==> src/rtl/mem_bus_arbiter_pkg.sv <==
// Shared types for the memory-bus arbiter: FSM state encoding, Avalon master request, boot vector.
package mem_bus_pkg;

    typedef enum logic [1:0] {
        ARB_IDLE   = 2'd0,
        ARB_GRANT0 = 2'd1,
        ARB_GRANT1 = 2'd2
    } arb_state_t;

    typedef struct packed {
        logic [31:0] address;
        logic        read;
        logic        write;
        logic [31:0] writedata;
        logic [3:0]  byteenable;
    } avm_req_t;

    localparam logic [31:0] MEM_RESET_VECTOR = 32'hBFC00000;

endpackage

==> src/rtl/mem_bus_arbiter_if.sv <==
// One Avalon-style memory port; "master" is the requester's view, "slave" the responder's view.
interface mem_bus_arbiter_if;
    logic [31:0] address;
    logic        read;
    logic        write;
    logic [31:0] writedata;
    logic [3:0]  byteenable;
    logic        waitrequest;
    logic [31:0] readdata;

    modport master (output address, read, write, writedata, byteenable,
                    input  waitrequest, readdata);
    modport slave  (input  address, read, write, writedata, byteenable,
                    output waitrequest, readdata);
endinterface

==> src/rtl/mem_bus_arbiter_watchdog.sv <==
// Per-transaction slave-stall counter with a sticky timeout flag cleared only by reset.
module arb_watchdog #(
    parameter int TIMEOUT_CYCLES = 64
) (
    input  logic clk,
    input  logic reset,
    input  logic clear,
    input  logic stall,
    output logic expire,
    output logic timeout_error
);
    localparam logic [7:0] LAST = 8'(TIMEOUT_CYCLES - 1);

    logic [7:0] cnt;

    // Fires on the last tolerated stall cycle, so the counter never needs to saturate.
    assign expire = stall && (cnt == LAST);

    always_ff @(posedge clk) begin
        if (reset) begin
            cnt           <= '0;
            timeout_error <= 1'b0;
        end else begin
            if (clear)
                cnt <= '0;
            else if (stall)
                cnt <= cnt + 8'd1;
            if (expire)
                timeout_error <= 1'b1;
        end
    end
endmodule

==> src/rtl/mem_bus_arbiter.sv <==
// Two-master / one-slave Avalon arbiter granting whole transactions, with a stall watchdog.
// Define MEM_BUS_ARBITER_RR_EN for round-robin ties; default is fixed priority to m1.
module mem_bus_arbiter
    import mem_bus_pkg::*;
#(
    parameter int TIMEOUT_CYCLES = 64
) (
    input  logic              clk,
    input  logic              reset,
    mem_bus_arbiter_if.slave  m0,
    mem_bus_arbiter_if.slave  m1,
    mem_bus_arbiter_if.master s,
    output logic [1:0]        grant,
    output logic              timeout_error
);
    arb_state_t state, state_nxt;
    logic       last_grant, last_grant_nxt;   // 0 = m0, 1 = m1
    avm_req_t   req0, req1, sel;
    logic       r0, r1, own_req, stall, expire, tie_m1;

    assign req0 = {m0.address, m0.read, m0.write, m0.writedata, m0.byteenable};
    assign req1 = {m1.address, m1.read, m1.write, m1.writedata, m1.byteenable};
    assign r0   = m0.read | m0.write;
    assign r1   = m1.read | m1.write;

`ifdef MEM_BUS_ARBITER_RR_EN
    assign tie_m1 = ~last_grant;
`else
    assign tie_m1 = 1'b1;
`endif

    assign own_req = ((state == ARB_GRANT0) && r0) || ((state == ARB_GRANT1) && r1);
    assign stall   = own_req && s.waitrequest;

    arb_watchdog #(.TIMEOUT_CYCLES(TIMEOUT_CYCLES)) u_wdog (
        .clk           (clk),
        .reset         (reset),
        .clear         (state == ARB_IDLE),
        .stall         (stall),
        .expire        (expire),
        .timeout_error (timeout_error)
    );

    always_ff @(posedge clk) begin
        if (reset) begin
            state      <= ARB_IDLE;
            last_grant <= 1'b1;
        end else begin
            state      <= state_nxt;
            last_grant <= last_grant_nxt;
        end
    end

    always_comb begin
        state_nxt      = state;
        last_grant_nxt = last_grant;
        sel            = '0;
        grant          = 2'b00;
        m0.waitrequest = 1'b1;
        m0.readdata    = '0;
        m1.waitrequest = 1'b1;
        m1.readdata    = '0;
        case (state)
            ARB_IDLE: begin
                if (r0 && r1)
                    state_nxt = tie_m1 ? ARB_GRANT1 : ARB_GRANT0;
                else if (r0)
                    state_nxt = ARB_GRANT0;
                else if (r1)
                    state_nxt = ARB_GRANT1;
            end
            ARB_GRANT0: begin
                sel            = req0;
                grant          = 2'b01;
                m0.waitrequest = s.waitrequest;
                m0.readdata    = s.readdata;
            end
            ARB_GRANT1: begin
                sel            = req1;
                grant          = 2'b10;
                m1.waitrequest = s.waitrequest;
                m1.readdata    = s.readdata;
            end
            default: state_nxt = ARB_IDLE;
        endcase
        // A dropped request abandons the grant without touching the fairness history.
        if (state != ARB_IDLE) begin
            if (!own_req) begin
                state_nxt = ARB_IDLE;
            end else if (!s.waitrequest || expire) begin
                state_nxt      = ARB_IDLE;
                last_grant_nxt = (state == ARB_GRANT1);
            end
        end
    end

    assign s.address    = sel.address;
    assign s.read       = sel.read;
    assign s.write      = sel.write & ~sel.read;
    assign s.writedata  = sel.writedata;
    assign s.byteenable = sel.byteenable;
endmodule

==> src/flat_wrapper.sv <==
// flat-port wrapper written by rule: the top's interface ports become plain ports
module mem_bus_arbiter_flat import mem_bus_pkg::*;
#(
    parameter int TIMEOUT_CYCLES = 64
)
  (clk, reset, grant, timeout_error, m0_address, m0_read, m0_write, m0_writedata, m0_byteenable, m0_waitrequest, m0_readdata, m1_address, m1_read, m1_write, m1_writedata, m1_byteenable, m1_waitrequest, m1_readdata, s_address, s_read, s_write, s_writedata, s_byteenable, s_waitrequest, s_readdata);
  mem_bus_arbiter_if m0_i ();
  mem_bus_arbiter_if m1_i ();
  mem_bus_arbiter_if s_i ();
  input  logic clk;
  input  logic reset;
  output logic [1:0] grant;
  output logic timeout_error;
  input wire logic [$bits(m0_i.address)-1:0] m0_address;
  input wire logic [$bits(m0_i.read)-1:0] m0_read;
  input wire logic [$bits(m0_i.write)-1:0] m0_write;
  input wire logic [$bits(m0_i.writedata)-1:0] m0_writedata;
  input wire logic [$bits(m0_i.byteenable)-1:0] m0_byteenable;
  output wire logic [$bits(m0_i.waitrequest)-1:0] m0_waitrequest;
  output wire logic [$bits(m0_i.readdata)-1:0] m0_readdata;
  input wire logic [$bits(m1_i.address)-1:0] m1_address;
  input wire logic [$bits(m1_i.read)-1:0] m1_read;
  input wire logic [$bits(m1_i.write)-1:0] m1_write;
  input wire logic [$bits(m1_i.writedata)-1:0] m1_writedata;
  input wire logic [$bits(m1_i.byteenable)-1:0] m1_byteenable;
  output wire logic [$bits(m1_i.waitrequest)-1:0] m1_waitrequest;
  output wire logic [$bits(m1_i.readdata)-1:0] m1_readdata;
  output wire logic [$bits(s_i.address)-1:0] s_address;
  output wire logic [$bits(s_i.read)-1:0] s_read;
  output wire logic [$bits(s_i.write)-1:0] s_write;
  output wire logic [$bits(s_i.writedata)-1:0] s_writedata;
  output wire logic [$bits(s_i.byteenable)-1:0] s_byteenable;
  input wire logic [$bits(s_i.waitrequest)-1:0] s_waitrequest;
  input wire logic [$bits(s_i.readdata)-1:0] s_readdata;
  assign m0_i.address = m0_address;
  assign m0_i.read = m0_read;
  assign m0_i.write = m0_write;
  assign m0_i.writedata = m0_writedata;
  assign m0_i.byteenable = m0_byteenable;
  assign m0_waitrequest = m0_i.waitrequest;
  assign m0_readdata = m0_i.readdata;
  assign m1_i.address = m1_address;
  assign m1_i.read = m1_read;
  assign m1_i.write = m1_write;
  assign m1_i.writedata = m1_writedata;
  assign m1_i.byteenable = m1_byteenable;
  assign m1_waitrequest = m1_i.waitrequest;
  assign m1_readdata = m1_i.readdata;
  assign s_address = s_i.address;
  assign s_read = s_i.read;
  assign s_write = s_i.write;
  assign s_writedata = s_i.writedata;
  assign s_byteenable = s_i.byteenable;
  assign s_i.waitrequest = s_waitrequest;
  assign s_i.readdata = s_readdata;
  mem_bus_arbiter #(.TIMEOUT_CYCLES(TIMEOUT_CYCLES)) u_core (.clk(clk), .reset(reset), .m0(m0_i), .m1(m1_i), .s(s_i), .grant(grant), .timeout_error(timeout_error));
endmodule
==> config.mk <==
export PLATFORM = sky130hd
export DESIGN_NAME = mem_bus_arbiter_flat
export DESIGN_NICKNAME = d
export VERILOG_FILES = /design/src/rtl/mem_bus_arbiter_pkg.sv /design/src/rtl/mem_bus_arbiter_if.sv /design/src/rtl/mem_bus_arbiter_watchdog.sv /design/src/rtl/mem_bus_arbiter.sv /design/src/flat_wrapper.sv
export SDC_FILE = /design/constraint.sdc
export NUM_CORES = 1
export LEC_CHECK = 0
export CAP_MARGIN = 15
export CORE_AREA = 2 2 122 124
export CTS_CLUSTER_DIAMETER = 150
export DETAILED_ROUTE_END_ITERATION = 7
export DIE_AREA = 0 0 124 126
export GPL_TIMING_DRIVEN = 0
export PLACE_DENSITY = 0.56
export SLEW_MARGIN = 40
export SYNTH_ARGS = -nofsm -noshare
export SYNTH_HDL_FRONTEND = slang
export SYNTH_HIERARCHICAL = 1
export SYNTH_SLANG_ARGS = --single-unit
==> constraint.sdc <==
create_clock -name clk -period 2.6 [get_ports clk]
set_input_delay 0.26 -clock clk [delete_from_list [all_inputs] [get_ports clk]]
set_output_delay 0.26 -clock clk [all_outputs]
set_load 0.02 [all_outputs]
==> results of run 1 <==
==> per-stage QoR <==
stage | hold WS (ns) | cells | setup TNS (ns) | setup WS [ns] | instance area, µm²
floorplan | 0.412 | 297 | 0 | 0.293 | 2110
global placement | 0.468 | 794 | 0 | 0.0789 | 5470
detailed placement | 0.478 | 794 | 0 | 0.0143 | 5470
CTS | 0.485 | 798 | -0.000536 | -0.000536 | 5550
global route | 0.510 | 798 | -0.0221 | -0.0221 | 5690
finish | 0.482 | 798 | 0 | 0.134 | 5690
==> flip-flops by register name, indices dropped and copies added, names as in the netlist <==
name / count
u_core/u_wdog/timeout_error: 1
u_core/state: 2
u_core/u_wdog/cnt: 8
==> cells in the final DEF, fill, tap and decap left out, types with 3 or more instances in the layout <==
cell             instances
dfxtp_1                 11
nor2_1                   7
xor2_1                   3
clkbuf_16                3
dlymetal6s2s_1          47
clkbuf_4                 3
ha_1                     4
buf_2                   16
a22oi_1                 68
nor2b_1                 69
inv_1                    3
clkdlybuf4s50_1        247
a21oi_1                  3
and2_1                  64
nand2_1                  4
clkbuf_2                 9
dlygate4sd2_1           19
==> area by class of cell <==
type	instances	area (µm²)
sequential	11	220
clock buffer	4	78.8
fill	1501	8620
multi-input combinational	251	1740
tap	184	230
buffer	32	181
timing repair buffer	313	3230
inverter	3	11.3
==> power breakdown <==
part | switching (mW) | total (mW) | leakage (nW) | internal (mW)
logic | 0.902 | 1.85 | 2.71 | 0.950
clock network | 0.0753 | 0.281 | 0.0382 | 0.206
registers | 0.00554 | 0.182 | 0.0890 | 0.176
==> routing by layer <==
layer / vias up / wire [µm]
li1: 1679 / -
met1: 1586 / 5130
met2: 139 / 6980
met3: 10 / 1120
met4: 0 / 153
met5: - / 0
==> synthesized netlist by cell type, types with 2 or more instances <==
master,instances
buf_6,2
o21ai_0,3
or3_1,2
ha_1,5
nor2b_1,69
o211a_1,2
inv_1,3
nand4_2,2
clkbuf_1,14
xor2_1,3
a22oi_1,69
nand2_1,4
nand2b_1,2
dfxtp_1,11
and2_1,64
buf_2,16
a21oi_1,3
nor2_1,7
==> logic make-up after synthesis <==
logic type / after synthesis / synth area share
flip-flops: 11 / 0.104
multiplexers: 1 / 0.00475
AO/OA/AOI/OAI: 84 / 0.302
buffers and inverters: 35 / 0.0789
adder cells (fa/ha/maj): 5 / 0.0297
AND/OR/NAND/NOR: 157 / 0.464
XOR/XNOR: 4 / 0.0166
==> worst max-delay path: cells and delay by family (launching register included) <==
| kind | cells | cell delay (ns) |
|---|---|---|
| buf+inv | 3 | 0.98 |
| fa+ha+maj | 1 | 0.44 |
| flops | 1 | 0.38 |
| simple gates | 1 | 0.16 |
==> what timing repair did <==
action / CTS / global route
gates resized for setup: 33 / 60
pin swaps: 0 / 0
hold buffers: 0 / 0
endpoints found under the hold margin: 0 / 0
endpoints found under the setup margin: 102 / 74
cloned: 0 / 0
==> worst max path at each step <==
stage | endpoint | slack, ns | startpoint | depth (start not counted)
2_1_floorplan | u_core/state[1] | 0.29 | u_core/state[0] | 11
5_1_grt | s_writedata[23] | -0.02 | u_core/state[0] | 5
4_1_cts | s_address[13] | -0.0005 | u_core/state[0] | 8
3_5_place_dp | s_read | 0.01 | u_core/state[0] | 5
3_3_place_gp | s_read | 0.08 | u_core/state[0] | 5
6_report | s_writedata[27] | 0.13 | u_core/state[0] | 5
==> results_dict.tcl, run 1 <==
set metrics [dict create \
    status "finished, final reports clean" \
    arrival_ns 2.21 \
    start_util 0.147 \
    coreArea_um2 14300 \
    hp-start "u_core/u_wdog/cnt[5]" \
    hp-class "reg2reg" \
    final.period_utilization 0.948 \
    ys_seq_area_frac 0.104 \
    rr_worst_depth 11 \
    timing.rr.start "u_core/state[0]" \
    worst_setup_path_end_kind "output port" \
    grt_pass1_vias 3385 \
    final_util 0.398 \
    cts_tree "done" \
    htree_num_levels 1 \
    netlist_area_um2 2110 \
    p_leak_nw 2.84 \
    syn_area_per_cell_um2 7.10 \
    drive_gt1_frac 0.0749 \
    worst-setup-path-type "reg2out" \
    fmax_mhz 406 \
    rsz0062_at_grt "true" \
    wl_mm 13.4 \
    post-route-drc-count 0 \
    cts-buffers-inserted 3 \
    crit_chain "inv_1 > ha_2 > clkbuf_2 > nor2b_1 > clkdlybuf4s50_1" \
    synthTopCellsByArea "a22oi_1 25%, nor2b_1 20%, and2_1 19%, dfxtp_1 10%, buf_2 3.8%" \
    yosys.area.top_type_share 0.246 \
    synth_cell_types 34 \
    die_x_um 124 \
    ys_ff_latch 11 \
    port_buffers 313 \
    slew_viol_final 0 \
    grt.overflow.total 0 \
    io_pins 314 \
    drtAntennaViolNets 0 \
    cp_max_fo 10 \
    cts.sinks 11 \
    whs_path_depth 2 \
    layout.nets 795 \
    dp_hpwl_mm 11.1 \
    relSlewSlack 0.797 \
    gr-usage-met2 0.296 \
    synthCells 297 \
    root_buffer "clkbuf_16" \
    synthArstFlopShare 0 \
    clock_latency_ns 0.24 \
    crit_slowest_cell "clkdlybuf4s50_1" \
    rows 44 \
    worstHoldEndpoint "u_core/u_wdog/cnt[5]" \
    synth_area_leader_cell "a22oi_1" \
    met3_usage 0.0267 \
    ys.flop_type "dfxtp_1" \
    busiest_layer "met2" \
    ff2ff_setup_slack_ns 0.33 \
    synth_edf_count 0 \
    ir_worst_vdd_mv 0.259 \
    power_mw 2.31 \
    grt_max_degree 11 \
    area_delta_synth_final_pct 170 \
    grt_antenna_before_repair 0 \
    gr-usage-met1 0.185 \
    hold_viol 0 \
    crit_required_ns 2.34 \
    gp_congestion 0.937 \
    grt_use_total 0.156 \
    post_cts_buffers 0 \
    max-clock-path-buffers 2 \
    num_antenna_cells 0 \
    path_clk_slew_ns 0.04 \
    critPathMaxStageDelay_ns 0.63 \
    die_h_um 126 \
    maxCapViolCount 0 \
    worst_r2r_endpoint "u_core/state[1]" \
    drt-initial-drc-count 132 \
    drt_pre_antenna_iters 4 \
    fp.dieArea_um2 15600 \
    routedWlPerCell_um 16.8 \
    worstMarginPinSlew_ns 0.305 \
    grt_pass1_wl_mm 19.2 \
    avgViaCountPerCell 4.28 \
    startpoint_type "flop" \
    synth_warnings 6 \
    syn-num-nets 477 \
    skew_ns 0.00304 \
    vias 3414 \
    setup_viol 0 \
    p_per_area_nw_per_um2 407 \
    finalWorstPathRequiredPeriod_ns 2.47 \
]
No activity file was read; power rests on OpenSTA's default activity.
==> run 2: changes to the inputs <==
--- a/config.mk
+++ b/config.mk
@@ -6,14 +6,13 @@
 export NUM_CORES = 1
 export LEC_CHECK = 0
 export CAP_MARGIN = 15
-export CORE_AREA = 2 2 122 124
-export CTS_CLUSTER_DIAMETER = 150
+export CORE_AREA = 2 2 121 123
+export CTS_CLUSTER_DIAMETER = 40
 export DETAILED_ROUTE_END_ITERATION = 7
-export DIE_AREA = 0 0 124 126
+export DIE_AREA = 0 0 123 125
 export GPL_TIMING_DRIVEN = 0
-export PLACE_DENSITY = 0.56
+export PLACE_DENSITY = 0.57
 export SLEW_MARGIN = 40
 export SYNTH_ARGS = -nofsm -noshare
 export SYNTH_HDL_FRONTEND = slang
-export SYNTH_HIERARCHICAL = 1
 export SYNTH_SLANG_ARGS = --single-unit
==> run 2 against run 1 <==
Net effect: sequential cell count stayed put; first-iteration DRC count down 24%; clock-buffer cell count stayed put; critical path type unchanged; largest cell class unchanged.
==> results_dict.tcl, run 2 <==
set metrics [dict create \
    status "finished, final reports clean" \
    die_x_um 123 \
    drive_gt1_frac 0.0681 \
    ys.flop_type "dfxtp_1" \
    arrival_ns 2.24 \
    post_cts_buffers 0 \
    io_pins 314 \
    reg_top3 "u_core.u_wdog.cnt: 8 flops, u_core.state: 2 flops, u_core.u_wdog.timeout_error: 1 flops" \
    num_antenna_cells 0 \
    worst_setup_path_end_kind "output port" \
    coreArea_um2 14200 \
    cts.sinks 11 \
    path_clk_slew_ns 0.04 \
    pwr-share-clk 0.161 \
    ff2ff_setup_slack_ns 0.93 \
    wl_met2_mm 7.16 \
    wl_met3_um 908 \
    top_layer "met4" \
    internal_power_mw 1.07 \
    whs_ns 0.449 \
    crit_required_ns 2.34 \
    setup.worst_path.end "m0_readdata[21]" \
    crit_chain "inv_1 > ha_1 > buf_2 > buf_6 > clkbuf_2 > and2_1 > clkdlybuf4s50_1" \
    synth_warnings 0 \
    final.period_utilization 0.960 \
    ir_worst_vdd_mv 0.232 \
    port_buffers 313 \
    cp_max_fo 10 \
    rr_worst_depth 6 \
    gp_congestion 0.960 \
    path_delay_family "buffers and inverters" \
    finalWorstPathRequiredPeriod_ns 2.50 \
    clock_latency_ns 0.24 \
    combPwrFrac 0.737 \
    seqPwrFrac 0.102 \
    startpoint_type "flop" \
    setup_viol 0 \
    fillCellCount 1433 \
    cts-buffers-inserted 3 \
    relSlewSlack 0.688 \
    timing.rr.start "u_core.state[1]" \
    grt_antenna_before_repair 0 \
    p_per_area_nw_per_um2 302 \
    netlist_area_um2 2180 \
    crit_slowest_cell "clkdlybuf4s50_1" \
    root_buffer "clkbuf_16" \
    setup_ws_ns 0.104 \
    ys_ff_latch 11 \
    synthCells 314 \
    routedWlPerCell_um 17.4 \
    p_switching_mw 0.695 \
    synth_cell_types 32 \
    syn-num-nets 494 \
    ys_seq_area_frac 0.101 \
    vias 3540 \
    rsz0062_at_grt "true" \
    crit_path_start "u_core.state[1]" \
    yosys.area.top_type_share 0.241 \
    layout.nets 812 \
    syn_area_per_cell_um2 6.94 \
    cp_num_cells 7 \
    p_leak_nw 3.29 \
    fmax_mhz 401 \
    hp-class "reg2reg" \
    drt-initial-drc-count 100 \
    detailedPlace.worstSlack_ns -0.0472 \
    grt_pass1_vias 3486 \
    synthArstFlopShare 0 \
    drt_pre_antenna_iters 4 \
    synthTopCellsByArea "a22oi_1 24%, nor2b_1 20%, and2_1 18%, dfxtp_1 10%, clkbuf_1 3.1%" \
    synth_area_leader_cell "a22oi_1" \
    rows 44 \
    htree_num_levels 1 \
    drtAntennaViolNets 0 \
    worst_r2r_endpoint "u_core.u_wdog.cnt[7]" \
    path_buf_inv 5 \
    die_h_um 125 \
    avgViaCountPerCell 4.34 \
    grt_use_total 0.167 \
    critPathMaxStageDelay_ns 0.61 \
    worstMarginPinSlew_ns 0.456 \
    skew_ns 0.00333 \
    slew_viol_final 0 \
    wl_met1_mm 5.76 \
    post-route-drc-count 0 \
    synth_edf_count 0 \
    cts_tree "done" \
    start_util 0.153 \
    synth_most_common_cell "a22oi_1" \
    hold_viol 0 \
    largest_register "u_core.u_wdog.cnt" \
    grt_max_degree 11 \
    finalSetupTns_ns 0 \
    fp.dieArea_um2 15400 \
    grt_pass1_wl_mm 20.3 \
    maxCapViolCount 0 \
    worst-setup-path-type "reg2out" \
    area_delta_synth_final_pct 168 \
    layout_commonest_cell "clkdlybuf4s50_1" \
    power_mw 1.77 \
    most-common-layout-cells "216 x clkdlybuf4s50_1, 69 x a22oi_1, 69 x nor2b_1, 69 x dlymetal6s2s_1, 64 x and2_1" \
    grt.overflow.total 0 \
    dp_hpwl_mm 11.8 \
    max-clock-path-buffers 2 \
    synth_common_cells "70 x a22oi_1, 69 x nor2b_1, 64 x and2_1, 18 x clkbuf_1, 12 x buf_2" \
    wl_mm 14.2 \
    p_sw_frac 0.393 \
    largest_reg_flops 8 \
]
==> run 2: cells by family after synthesis <==
| family | Yosys count | share of synthesized area |
|---|---|---|
| muxes | 6 | 0.0276 |
| and+or+nand+nor | 165 | 0.460 |
| DFF | 11 | 0.101 |
| AOI/OAI and AO/OA | 90 | 0.312 |
| adders and majority gates | 5 | 0.0287 |
| buffers and inverters | 37 | 0.0706 |
==> run 2: power by group through the flow <==
stage	clock, mW	combinational (mW)	sequential, mW
global placement	0	1.29	0.183
detailed placement	0	1.31	0.183
global route	0.293	1.39	0.181
floorplan	0	0.604	0.181
finish	0.284	1.30	0.181
CTS	0.290	1.31	0.180
==> run 2: what timing repair did <==
action / CTS / global route
gates resized for setup: 57 / 88
hold buffers: 0 / 0
endpoints found under the hold margin: 0 / 0
endpoints found under the setup margin: 135 / 100
==> run 2: final cells by class <==
| type | count | area (µm²) | area share |
|---|---|---|---|
| Clock buffer | 4 | 78.8 | 0.0135 |
| Tap cell | 184 | 230 | 0.0394 |
| Buffer | 32 | 201 | 0.0345 |
| Sequential cell | 11 | 221 | 0.0379 |
| Inverter | 5 | 18.8 | 0.00321 |
| Timing Repair Buffer | 313 | 3270 | 0.560 |
| Multi-Input combinational cell | 266 | 1820 | 0.312 |
==> run 2: stage by stage <==
stage               instance area, µm²  utilization  instances
floorplan                         2180            -        314
global placement                  5540        0.390        811
detailed placement                5540        0.390        811
CTS                               5640        0.397        815
global route                      5840        0.411        815
finish                            5840        0.411        815
==> run 2: per-layer routing <==
metal,track usage,up-vias
li1,-,1750
met1,0.204,1611
met2,0.309,153
met3,0.0219,26
met4,0.0328,0
met5,0,-
==> run 2: worst min path at each step <==
stage | start | endpoint | slack [ns] | cells after the start
3_5_place_dp | u_core.u_wdog.timeout_error | u_core.u_wdog.timeout_error | 0.45 | 2
3_3_place_gp | u_core.u_wdog.timeout_error | u_core.u_wdog.timeout_error | 0.44 | 2
4_1_cts | u_core.u_wdog.timeout_error | u_core.u_wdog.timeout_error | 0.46 | 2
6_report | u_core.u_wdog.timeout_error | u_core.u_wdog.timeout_error | 0.45 | 2
2_1_floorplan | u_core.u_wdog.cnt[7] | u_core.u_wdog.cnt[7] | 0.44 | 2
5_1_grt | u_core.u_wdog.timeout_error | u_core.u_wdog.timeout_error | 0.48 | 2
==> run 2: worst register-to-register path: stages, from the launching register on <==
cell and delay (ns):
dfxtp_1 0.36, inv_1 0.15, ha_1 0.16, buf_2 0.18, o211ai_2 0.19, a211oi_1 0.36, mux2i_1 0.21
